--- config.mk ---
export PLATFORM = sky130hd
export DESIGN_NAME = driver_motores_paso
export DESIGN_NICKNAME = d
export VERILOG_FILES = /design/src/rtl/motores_pkg.sv /design/src/rtl/driver_motores_paso_eje.sv /design/src/rtl/driver_motores_paso.sv
export SDC_FILE = /design/constraint.sdc
export NUM_CORES = 1
export LEC_CHECK = 0
export ABC_CLOCK_PERIOD_IN_PS = 10100
export BUFFER_PORTS_ARGS = -buffer_cell sky130_fd_sc_hd__buf_2
export CORE_UTILIZATION = 65
export CTS_CLUSTER_DIAMETER = 50
export DETAILED_ROUTE_END_ITERATION = 10
export PLACE_DENSITY = 0.89
export RECOVER_POWER = 50
export SLEW_MARGIN = 20
export SYNTH_ARGS = -nofsm -noshare
export SYNTH_HDL_FRONTEND = slang
export SYNTH_SLANG_ARGS = --single-unit
--- constraint.sdc ---
create_clock -name clk -period 10.1 [get_ports clk]
set_input_delay 1.515 -clock clk [delete_from_list [all_inputs] [get_ports clk]]
set_output_delay 1.515 -clock clk [all_outputs]
set_load 0.01 [all_outputs]
--- src/rtl/motores_pkg.sv ---
// Shared types for the two-axis stepper driver.
// No ports: axis state, move command, coil phase table, command decoder.
package motores_pkg;

   typedef enum logic [1:0] {IDLE, RUN, HOLD} estado_t;
   typedef enum logic [1:0] {NONE, INC, DEC} cmd_t;

   // Full-step pattern {A,B,A',B'} for phase index 0..3.
   localparam logic [3:0] FASES [4] = '{
      4'b0011, 4'b0110, 4'b1100, 4'b1001
   };

   // pos (horario) lowers the angle, neg (anti-horario) raises it.
   function automatic cmd_t decodifica(
      input logic en,
      input logic p,
      input logic n
   );
      cmd_t c;
      unique case (1'b1)
         (en && p && !n): c = DEC;
         (en && n && !p): c = INC;
         default:         c = NONE;
      endcase
      return c;
   endfunction

endpackage

--- src/rtl/driver_motores_paso_eje.sv ---
// One stepper axis: command decode, IDLE/RUN/HOLD FSM, phase, sub-step, angle.
// Ports: clk, rst, en, tick, cmd_pos/cmd_neg -> coil, angle, at_limit, conflict.
module eje_paso
   import motores_pkg::*;
#(
   parameter bit WRAP_MODE     = 1'b0,
   parameter int LO            = 0,
   parameter int HI            = 180,
   parameter int STEPS_PER_DEG = 8,
   parameter int HOLD_TICKS    = 4
) (
   input  logic        clk,
   input  logic        rst,
   input  logic        en,
   input  logic        tick,
   input  logic        cmd_pos,
   input  logic        cmd_neg,
   output logic [3:0]  coil,
   output logic [15:0] angle,
   output logic        at_limit,
   output logic        conflict
);

   localparam logic [15:0] LO_A     = 16'(LO);
   localparam logic [15:0] HI_A     = 16'(HI);
   localparam logic [15:0] SUB_TOP  = 16'(STEPS_PER_DEG - 1);
   localparam logic [15:0] HOLD_TOP = 16'(HOLD_TICKS - 1);

   estado_t     estado_q, estado_d;
   cmd_t        cmd, dir_q, dir_d;
   logic [1:0]  fase_q, fase_d;
   logic [3:0]  coil_q, coil_d;
   logic [15:0] sub_q, sub_d;
   logic [15:0] hold_q, hold_d;
   logic [15:0] angle_q, angle_d;
   logic        bloqueo, lim_q, conf_q;

   always_comb begin
      cmd      = decodifica(en, cmd_pos, cmd_neg);
      bloqueo  = !WRAP_MODE &&
                 ((cmd == INC && angle_q == HI_A) ||
                  (cmd == DEC && angle_q == LO_A));
      estado_d = estado_q;
      dir_d    = dir_q;
      fase_d   = fase_q;
      coil_d   = coil_q;
      sub_d    = sub_q;
      hold_d   = hold_q;
      angle_d  = angle_q;

      // A new direction restarts the partial degree.
      if (cmd != NONE && cmd != dir_q) begin
         sub_d = '0;
         dir_d = cmd;
      end

      unique case (estado_q)
         IDLE: begin
            coil_d = '0;
            if (cmd != NONE) estado_d = RUN;
         end
         RUN: begin
            if (cmd == NONE) begin
               estado_d = HOLD;
               hold_d   = '0;
            end else if (tick && !bloqueo) begin
               fase_d = (cmd == INC) ? fase_q + 2'd1
                                     : fase_q - 2'd1;
               coil_d = FASES[fase_d];
               if (sub_d == SUB_TOP) begin
                  sub_d = '0;
                  if (cmd == INC)
                     angle_d = (WRAP_MODE && angle_q == HI_A)
                               ? LO_A : angle_q + 16'd1;
                  else
                     angle_d = (WRAP_MODE && angle_q == LO_A)
                               ? HI_A : angle_q - 16'd1;
               end else begin
                  sub_d = sub_d + 16'd1;
               end
            end
         end
         HOLD: begin
            if (cmd != NONE) begin
               estado_d = RUN;
               hold_d   = '0;
            end else if (tick) begin
               if (hold_q == HOLD_TOP) begin
                  estado_d = IDLE;
                  coil_d   = '0;
                  hold_d   = '0;
               end else begin
                  hold_d = hold_q + 16'd1;
               end
            end
         end
         default: estado_d = IDLE;
      endcase
   end

   always_ff @(posedge clk) begin
      if (rst) begin
         estado_q <= IDLE;
         dir_q    <= NONE;
         fase_q   <= '0;
         coil_q   <= '0;
         sub_q    <= '0;
         hold_q   <= '0;
         angle_q  <= LO_A;
         lim_q    <= 1'b0;
         conf_q   <= 1'b0;
      end else begin
         estado_q <= estado_d;
         dir_q    <= dir_d;
         fase_q   <= fase_d;
         coil_q   <= coil_d;
         sub_q    <= sub_d;
         hold_q   <= hold_d;
         angle_q  <= angle_d;
         lim_q    <= bloqueo;
         conf_q   <= en & cmd_pos & cmd_neg;
      end
   end

   assign coil     = coil_q;
   assign angle    = angle_q;
   assign at_limit = lim_q;
   assign conflict = conf_q;

endmodule

--- src/rtl/driver_motores_paso.sv ---
// Two-axis stepper driver: shared step prescaler plus theta/phi axes.
// Ports: clk, rst, en, per-axis pos/neg -> coils, angles, limit, conflict.
module driver_motores_paso
   import motores_pkg::*;
#(
   parameter int CLK_DIV       = 50000,
   parameter int STEPS_PER_DEG = 8,
   parameter int HOLD_TICKS    = 4,
   parameter int THETA_MIN     = 0,
   parameter int THETA_MAX     = 180,
   parameter int PHI_WRAP      = 360
) (
   input  logic        clk,
   input  logic        rst,
   input  logic        en,
   input  logic [1:0]  s_in_theta_pos,
   input  logic [1:0]  s_in_theta_neg,
   input  logic [1:0]  s_in_phi_pos,
   input  logic [1:0]  s_in_phi_neg,
   output logic [3:0]  coil_theta,
   output logic [3:0]  coil_phi,
   output logic [15:0] theta_actual,
   output logic [15:0] phi_actual,
   output logic        theta_at_limit,
   output logic        cmd_conflict
);

   localparam int PW = $clog2(CLK_DIV);

   logic [PW-1:0] presc_q;
   logic          tick;
   logic          conf_t, conf_p, lim_p;
   logic          unused_bits;

   // Upper command bits carry no meaning.
   assign unused_bits = ^{s_in_theta_pos[1], s_in_theta_neg[1],
                          s_in_phi_pos[1], s_in_phi_neg[1], lim_p};

   assign tick = (presc_q == PW'(CLK_DIV - 1));

   always_ff @(posedge clk) begin
      if (rst)       presc_q <= '0;
      else if (tick) presc_q <= '0;
      else           presc_q <= presc_q + 1'b1;
   end

   eje_paso #(
      .WRAP_MODE     (1'b0),
      .LO            (THETA_MIN),
      .HI            (THETA_MAX),
      .STEPS_PER_DEG (STEPS_PER_DEG),
      .HOLD_TICKS    (HOLD_TICKS)
   ) u_theta (
      .clk      (clk),
      .rst      (rst),
      .en       (en),
      .tick     (tick),
      .cmd_pos  (s_in_theta_pos[0]),
      .cmd_neg  (s_in_theta_neg[0]),
      .coil     (coil_theta),
      .angle    (theta_actual),
      .at_limit (theta_at_limit),
      .conflict (conf_t)
   );

   eje_paso #(
      .WRAP_MODE     (1'b1),
      .LO            (0),
      .HI            (PHI_WRAP - 1),
      .STEPS_PER_DEG (STEPS_PER_DEG),
      .HOLD_TICKS    (HOLD_TICKS)
   ) u_phi (
      .clk      (clk),
      .rst      (rst),
      .en       (en),
      .tick     (tick),
      .cmd_pos  (s_in_phi_pos[0]),
      .cmd_neg  (s_in_phi_neg[0]),
      .coil     (coil_phi),
      .angle    (phi_actual),
      .at_limit (lim_p),
      .conflict (conf_p)
   );

   assign cmd_conflict = conf_t | conf_p;

endmodule
==> results.toml, run 1 <==
[run_status]
status = "finished with violations"
failed_checks = "design-rule violations, max-capacitance violations, max-slew violations"

[timing]
hold_viol_final = 0
slew_headroom_pct = -89.7
finalCritPeriodShare_pct = 52.7
setup_tns_ns = 0
fin_ws_ns = 4.78
hold-worst-slack_ns = 0.463
final-setup-viol-count = 0
grt_setup_unrepaired = "false"
worstMarginPinSlew_ns = 2.85
fmax_ghz = 0.188
fin_skew_ns = 0.00537
min_period_ns = 5.32
finalMaxSlewViolations = 63

[cells_and_area]
drive_above_1_share_pct = 6.16
post-route-util_pct = 74.2
final_common_cell = "dfxtp_1"
diodes = 0
layout_common_cells = "135 x dfxtp_1, 113 x nor2_1, 106 x nand2_1"
area_growth_pct = 9.87
nFillCells = 896
final_nets = 1043
ff_latch_area_mm2 = 0.00270
multiInputGateArea_mm2 = 0.00487

[hold_path]
holdCritPathClass = "reg -> reg"

[clock_tree]
cts_tree = "built"
cts-root-buf = "clkbuf_16"
post_cts_buffers = 0
clkLatencyLatePin_ns = 0.43
numCtsBuffers = 17
h-tree-depth = 4
cts-resized-gates = 0
postCtsHoldBufs = 0
clk_pin_slew_ns = 0.06
clock_path_buffers = 2
cts_sinks = 135

[drt]
post_drt_wl_per_cell_um = 16.1
routed_wl_mm = 18.8
first_pass_iters = 9
drc = 2
via_per_inst = 6.43
drtIter0Drc = 815
vias = 7489
ant_nets = 0

[setup_path]
crit_slowest_cell = "clkbuf_1"
required_ns = 10.40
rrSetupSlack_ns = 6.06
cp-end-kind = "register"
cp_top_family = "buffers and inverters"
rr_startpoint = "u_phi.dir_q[0]"
criticalPathCategory = "in -> reg"
crit_path_start = "rst"
crit_cells = 5
reg2regPathDepth = 11
path_buf_inv = 3
cp_max_fo = 62
crit_path_cell_trace = "buf_2 > clkbuf_1 > inv_1 > nand2_1 > nor2_1"
start_kind = "input port"
arrival_ns = 5.62
critPathCapture = "presc_q[15]"
r2r_end = "u_phi.angle[2]"
critical-path-max-stage-delay_ns = 2.01

[place]
port-buffer-count = 48
dp_hpwl_mm = 12.3
place.gp.congestion = 0.916
place_ws_ns = 4.97

[grt]
antenna_found_initial = 0
grtUsageTotal_pct = 31.1
overflow = 0
grt_max_degree = 63
grt_pass1_vias = 6758
grt_pass1_wl_mm = 31.7

[yosys]
synth_nets = 1015
async_flop_share_pct = 0
syn_area_per_cell_um2 = 8.00
ys_warn_count = 0
synth_ff_type = "dfxtp_1"
synth-edff-count = 0
synth_seq_cells = 135
syn_area_mm2 = 0.00785
postSynthCellCount = 981
synthTopCellsByArea = "dfxtp_1 34%, nor2_1 5.4%, a21oi_1 5.4%"
yosysUniqueCellTypes = 76
ys_seq_area_share_pct = 34.4
yosys.area.top_type_share_pct = 34.4
synth_top_cell_by_area = "dfxtp_1"

[power_and_ir_drop]
ir_drop_mv = 0.159
switching_share_pct = 23.6
clockPowerShare_pct = 50.4
powerDensity_mw_per_mm2 = 140
combPwrFrac_pct = 4.9
internal-power_uw = 924
p_sw_uw = 285
power_frac_seq_pct = 44.7
p_leak_uw = 0.00300

[die]
die_w_um = 112
dieArea_mm2 = 0.0125
start_util_pct = 67.6
fp.coreArea_mm2 = 0.0116
row_count = 39
io_pins = 53
die_y_um = 112

[job]
max_cap_violations = 1
-- state kept, by name, indices dropped and copies added, names as in the netlist, 2 cells and up --
| register | flops |
|---|---|
| u_phi.hold_q | 16 |
| u_phi.sub_q | 16 |
| u_theta.dir_q | 2 |
| u_phi.dir_q | 2 |
| u_phi.fase_q | 2 |
| u_theta.coil | 4 |
| u_theta.estado_q | 2 |
| u_phi.estado_q | 2 |
| u_theta.hold_q | 16 |
| presc_q | 16 |
| u_theta.sub_q | 16 |
| u_phi.angle | 16 |
| u_phi.coil | 4 |
| u_theta.angle | 16 |
| u_theta.fase_q | 2 |
-- Yosys cell counts (5+ instances only) --
cell type and n:
a211oi_1 12, a21o_1 12, a21oi_1 84, a311oi_1 7
and2_1 10, and3_1 10, and4_1 12, buf_2 7
clkbuf_1 29, dfxtp_1 135, ha_1 22, inv_1 23
nand2_1 106, nand2b_1 12, nand3_1 33, nand4_1 27
nor2_1 113, nor2b_1 11, nor3_1 30, nor4_1 24
o2111ai_1 7, o211ai_1 12, o21ai_0 41, o22ai_1 9
o31ai_1 5, or3_1 17, xnor2_1 32, xor2_1 43
-- how the worst min path moves through the flow --
stage / cells after the start / startpoint / endpoint / slack (ns)
4_1_cts: 2 / u_phi.coil[2] / u_phi.coil[2] / 0.46
2_1_floorplan: 1 / presc_q[0] / presc_q[0] / 0.43
6_report: 1 / presc_q[0] / presc_q[0] / 0.46
5_1_grt: 2 / u_theta.coil[1] / u_theta.coil[1] / 0.50
3_5_place_dp: 2 / u_phi.coil[2] / u_phi.coil[2] / 0.45
3_3_place_gp: 1 / presc_q[0] / presc_q[0] / 0.45
-- layout make-up --
cell class              instances  share of cell area, %
multi-input cells             781                   56.6
well taps                     143                   2.08
flip-flops and latches        135                   31.4
clock inverters                11                   1.44
inverters                      24                   1.05
clock buffers                  21                   5.23
repair buffers                 50                   2.31
-- cells by family (layout without fill, tap and decap cells) --
kind of cell	after synthesis	count (layout)	share of synthesized area [%]
AOI/OAI and AO/OA	235	235	20.0
xor gates and xnor gates	75	75	8.37
adders and majority gates	23	23	3.76
buffers and inverters	65	106	3.41
DFF	135	135	34.4
muxes	6	6	0.797
and+or+nand+nor	442	442	29.2
-- stage by stage --
stage	total power, uW	std cells	area, um2
global route	1250	1165	8620
detailed placement	610	1133	8100
global placement	609	1133	8100
CTS	1210	1165	8680
finish	1210	1165	8620
floorplan	597	981	7850
-- metal layers --
| metal | track usage (%) | wire, um |
|---|---|---|
| met5 | 0 | 0 |
| met4 | 14.6 | 458 |
| met2 | 49.5 | 8780 |
| met1 | 40.2 | 8230 |
| met3 | 6.59 | 1310 |
-- power by group through the flow --
stage                     registers [uW]  clock network [uW]  logic [uW]
after global routing                 541                 643        65.3
after CTS                            541                 613        58.4
after detailed placement             552                   0        57.6
final                                541                 609        59.1
after floorplan                      552                   0        45.5
after global placement               552                   0        56.5
No activity file was read; power rests on OpenSTA's default activity.
==> run 2, diff against run 1 <==
- ABC_AREA: default -> 1
- ABC_CLOCK_PERIOD_IN_PS: 10100 -> 5500
- CORE_UTILIZATION: 65 -> 62
- PLACE_DENSITY: 0.89 -> 0.85
- clock period: 10.1 -> 5.5 ns (I/O delays scaled with it)
==> run 2 against run 1 <==
  * The run ends with max-capacitance violations, max-slew violations left
  * Highest routed layer unchanged
  * Largest power group unchanged
  * Final cell count grew 32%
  * Via count increased by 17%
  * Sequential power rose by 87%
==> results.toml, run 2 <==
[yosys]
syn_area_mm2 = 0.00866
syn_area_per_cell_um2 = 6.63
synth_common_cells = "242 x nand2_1, 200 x nor2_1, 159 x inv_1, 135 x dfxtp_1, 101 x nand3_1"
synth_ff_type = "dfxtp_1"
synth-edff-count = 0
ys_seq_area_share_pct = 31.2
ys_warn_count = 0
async_flop_share_pct = 0
synthTopCellsByArea = "dfxtp_1 31%, nand2_1 10%, nor2_1 8.7%"
synth_nets = 1339
yosys.area.top_type_share_pct = 31.2
synth_top_cell_by_area = "dfxtp_1"
yosysUniqueCellTypes = 55
synth_seq_cells = 135
postSynthCellCount = 1305
yosysMostFrequentCell = "nand2_1"

[setup_path]
critical-path-max-stage-delay_ns = 0.87
cp-end-kind = "register"
path_common_cell = "nand2_1"
arrival_ns = 4.57
reg2regPathDepth = 16
critPathCapture = "u_theta.angle[12]"
required_ns = 5.85
crit_path_start = "en"
criticalPathCategory = "in -> reg"
r2r_end = "u_phi.sub_q[14]"
start_kind = "input port"
rr_startpoint = "u_phi.dir_q[1]"
rrSetupSlack_ns = 2.26
crit_slowest_cell = "nand3_1"
crit_path_cell_trace = "clkbuf_1 > nand3_1 > nand2_1 > nand2_1 > nand2_2 > nand2_4 > inv_4 > nand2_1 > inv_1 > ha_1 > nand3_1 > nor2_1 > nand3_1 > nor2_2 > nand4_2 > inv_1 > nand2_1 > o22ai_1"
cp_max_fo = 23

[run_status]
status = "finished with violations"
failed_checks = "max-capacitance violations, max-slew violations"

[die]
row_count = 42
die_y_um = 120
die_w_um = 120
dieArea_mm2 = 0.0144
start_util_pct = 64.4
fp.coreArea_mm2 = 0.0135
io_pins = 53

[place]
place_ws_ns = 1.46
port-buffer-count = 48
place.gp.congestion = 0.938
dp_hpwl_mm = 15.0

[drt]
vias = 8764
via_per_inst = 5.72
ant_nets = 0
routed_wl_mm = 21.1
drtIter0Drc = 694
drc = 0
first_pass_iters = 5
post_drt_wl_per_cell_um = 13.8

[grt]
grtUsageTotal_pct = 29.8
grt_max_degree = 43
grt_pass1_vias = 7843
antenna_found_initial = 0
overflow = 0
grt_pass1_wl_mm = 35.1

[clock_tree]
cts-resized-gates = 0
cts_tree = "built"
numCtsBuffers = 17
clock_path_buffers = 2
clk_pin_slew_ns = 0.06
h-tree-depth = 4
post_cts_buffers = 0
postCtsHoldBufs = 0
cts_sinks = 135
clkLatencyLatePin_ns = 0.43
cts-root-buf = "clkbuf_16"

[timing]
final-setup-viol-count = 0
finalCritPeriodShare_pct = 76.6
fin_ws_ns = 1.28
fmax_ghz = 0.237
slew_headroom_pct = -32.6
setup_tns_ns = 0
fin_skew_ns = 0.00706
worstMarginPinSlew_ns = 1.99
grt_setup_unrepaired = "false"
min_period_ns = 4.22
finalMaxSlewViolations = 43
hold_viol_final = 0

[cells_and_area]
post-route-util_pct = 69.7
area_growth_pct = 8.25
final_nets = 1379
layout_common_cells = "245 x nand2_1, 204 x nor2_1, 160 x inv_1"
final_common_cell = "nand2_1"
drive_above_1_share_pct = 7.07
nFillCells = 1163
diodes = 0

[power_and_ir_drop]
powerDensity_mw_per_mm2 = 243
p_leak_uw = 0.00380
ir_drop_mv = 0.217

[hold_path]
hold_depth = 1
holdCritPathClass = "reg -> reg"

[job]
max_cap_violations = 1
-- run 2: how the worst min path moves through the flow --
stage | slack (ns) | startpoint | endpoint
after floorplan | 0.42 | presc_q[0] | presc_q[0]
after global placement | 0.43 | presc_q[0] | presc_q[0]
after detailed placement | 0.44 | presc_q[0] | presc_q[0]
after CTS | 0.45 | presc_q[0] | presc_q[0]
after global routing | 0.46 | presc_q[0] | presc_q[0]
final | 0.45 | presc_q[0] | presc_q[0]
-- run 2: worst max-delay path, delay by kind of cell --
family,cells,cell delay (ns)
compound gates,1,0.09
fa+ha+maj,1,0.26
buf+inv,4,0.82
simple gates,12,2.57
-- run 2: logic make-up after synthesis --
logic type	Yosys count	synth area share, %
fa+ha+maj	23	3.41
buf+inv	199	9.74
flops	135	31.2
compound gates	202	13.4
simple gates	696	37.1
xor+xnor	50	5.06
-- run 2: cell type report --
class	count	area, um2	share of cell area (%)
tap	176	220	2.35
timing repair buffer	49	189	2.02
sequential	135	2700	28.8
clock inverter	10	105	1.12
inverter	171	646	6.89
multi-input combinational	971	5060	54.0
clock buffer	21	450	4.81
-- run 2: power by group --
part / total, uW / internal, uW / switching, uW
combinational: 180 / 47.2 / 132
clock: 1090 / 670 / 420
sequential: 1010 / 994 / 12.7
total: 2280 / 1710 / 565
-- run 2: stage by stage --
stage	instance area, um2	hold slack (ns)	power [uW]	std cells
CTS	9490	0.450	2290	1533
global placement	8930	0.432	1200	1502
global route	9370	0.465	2360	1533
detailed placement	8930	0.438	1210	1502
floorplan	8660	0.418	1170	1305
finish	9370	0.446	2280	1533
-- run 2: per-layer routing --
metal | up-vias | wire, um | GRT usage [%]
li1 | 4375 | - | -
met1 | 4017 | 9470 | 37.5
met2 | 312 | 9850 | 49.6
met3 | 60 | 1270 | 6.37
met4 | 0 | 529 | 11.7
met5 | - | 0 | 0
==> run 3, diff against run 2 <==
- ABC_CLOCK_PERIOD_IN_PS: 5500 -> 3900
- clock period: 5.5 -> 3.9 ns (I/O delays scaled with it)
==> run 3 against run 2 <==
  * Final cell count grew 0.59%
  * Sequential cell count unchanged
  * Sequential share of layout area decreased by 0.43 points
  * Highest routed layer unchanged
  * The run still ends with max-capacitance violations, max-slew violations left
  * Largest cell class unchanged
==> results.toml, run 3 (synthesized netlist as in run 2, its figures left out) <==
[run_status]
status = "finished with violations"
failed_checks = "max-capacitance violations, max-slew violations"

[timing]
finalCritPeriodShare_pct = 85.5
finalMaxSlewViolations = 42
grt_setup_unrepaired = "false"
final-setup-viol-count = 0
setup_tns_ns = 0
fmax_ghz = 0.300
worstMarginPinSlew_ns = 1.98
hold-worst-slack_ns = 0.440
min_period_ns = 3.33
fin_skew_ns = 0.0105
slew_headroom_pct = -32.1
hold_viol_final = 0

[setup_path]
start_kind = "input port"
required_ns = 4.21
crit_path_cell_trace = "clkbuf_1 > inv_1 > nand3_1 > clkbuf_1 > nand2_1 > nand2_1 > nand2_1 > inv_1 > o21ai_0 > clkbuf_1 > o21ai_2 > inv_1 > o21ai_0 > nor2_1"
cp-end-kind = "register"
critical-path-max-stage-delay_ns = 0.54
cp_max_fo = 14
arrival_ns = 3.64
crit_slowest_cell = "clkbuf_1"
criticalPathCategory = "in -> reg"

[drt]
highest_layer = "met4"
wl_met3_mm = 1.36
wl_met1_mm = 9.25
drc = 0
ant_nets = 0
first_pass_iters = 7
vias = 8718
post_drt_wl_per_cell_um = 13.6
routed_wl_mm = 21.0
wl_met2_mm = 9.99
drtIter0Drc = 728
via_per_inst = 5.65

[die]
io_pins = 53
row_count = 42
die_y_um = 120
die_w_um = 120
dieArea_mm2 = 0.0144
fp.coreArea_mm2 = 0.0135
start_util_pct = 64.4

[power_and_ir_drop]
ir_drop_mv = 0.335
combPwrFrac_pct = 7.7
switching_share_pct = 23.6
p_leak_uw = 0.00387
powerDensity_mw_per_mm2 = 356
clockPowerShare_pct = 50.4
power_frac_seq_pct = 41.9
internal-power_uw = 2590
p_sw_uw = 800

[cells_and_area]
diodes = 0
final_nets = 1388
nFillCells = 1207
post-route-util_pct = 70.7
drive_above_1_share_pct = 7.69
area_growth_pct = 9.90
multiInputGateArea_mm2 = 0.00508
fin_cells = 1542
layout_common_cells = "244 x nand2_1, 203 x nor2_1, 159 x inv_1"
final_common_cell = "nand2_1"
ff_latch_area_mm2 = 0.00270
final_cell_area_mm2 = 0.00951

[clock_tree]
cts_tree = "built"
post_cts_buffers = 0
h-tree-depth = 4
numCtsBuffers = 17
clock_path_buffers = 2
clk_pin_slew_ns = 0.05
postCtsHoldBufs = 0
cts_sinks = 135
cts-resized-gates = 0
clkLatencyLatePin_ns = 0.43
cts-root-buf = "clkbuf_16"

[place]
port-buffer-count = 48
dp_hpwl_mm = 14.8
place.gp.congestion = 0.944
dp.cells = 1511
postPlaceCellArea_mm2 = 0.00900

[grt]
grt_pass1_wl_mm = 35.3
grtUsageTotal_pct = 30.1
grt_pass1_vias = 7801
grt_max_degree = 42
overflow = 0
antenna_found_initial = 0

[hold_path]
holdCritPathClass = "in -> reg"

[job]
max_cap_violations = 1
==> run 3: changes by cell type in the layout (fill, tap and decap cells not counted), sizes merged <==
cell	previous run	this run
bufinv	2	4
buf	4	9
clkbuf	66	71
inv	166	167
clkinv	10	8
clkinvlp	3	1
==> run 3: path summary, 6_finish.rpt <==
kind	slack (ns)	cells past startpoint	endpoint	start
worst max-delay path	0.57	14	u_phi.hold_q[7]	s_in_phi_pos[0]
worst min-delay path	0.44	3	u_theta.conflict	s_in_theta_neg[0]
worst max register to register	0.81	16	u_phi.sub_q[12]	u_phi.dir_q[0]
worst min register to register	0.45	1	presc_q[0]	presc_q[0]
==> run 3: metal layers <==
metal / track usage (%) / up-vias
met4: 11.1 / 0
met3: 6.27 / 43
li1: - / 4404
met1: 38.1 / 3973
met5: 0 / -
met2: 50.3 / 298
==> run 3: layout make-up <==
cell class	count	share of cell area, %
sequential	135	28.4
multi-input combinational	971	53.4
clock inverter	9	1.55
tap	176	2.31
inverter	171	6.83
timing repair buffer	58	2.54
clock buffer	22	4.98
==> run 3: through the flow <==
stage | worst slack (ns) | power (uW)
5_1_grt | 0.359 | 3500
6_report | 0.566 | 3390
2_1_floorplan | 1.01 | 1650
3_5_place_dp | 0.496 | 1710
4_1_cts | 0.919 | 3400
3_3_place_gp | 0.585 | 1710
==> run 3: critical path, delay by kind of cell <==
family                 cells  cell delay [ns]
buffers and inverters      6             1.33
AOI/OAI and AO/OA          3             0.59
and+or+nand+nor            5             1.14
==> run 3: power by group through the flow <==
stage          clock network, uW  registers (uW)  logic, uW
6_report                    1710            1420        261
3_3_place_gp                   0            1450        257
2_1_floorplan                  0            1450        203
4_1_cts                     1710            1420        266
5_1_grt                     1780            1420        292
3_5_place_dp                   0            1450        264
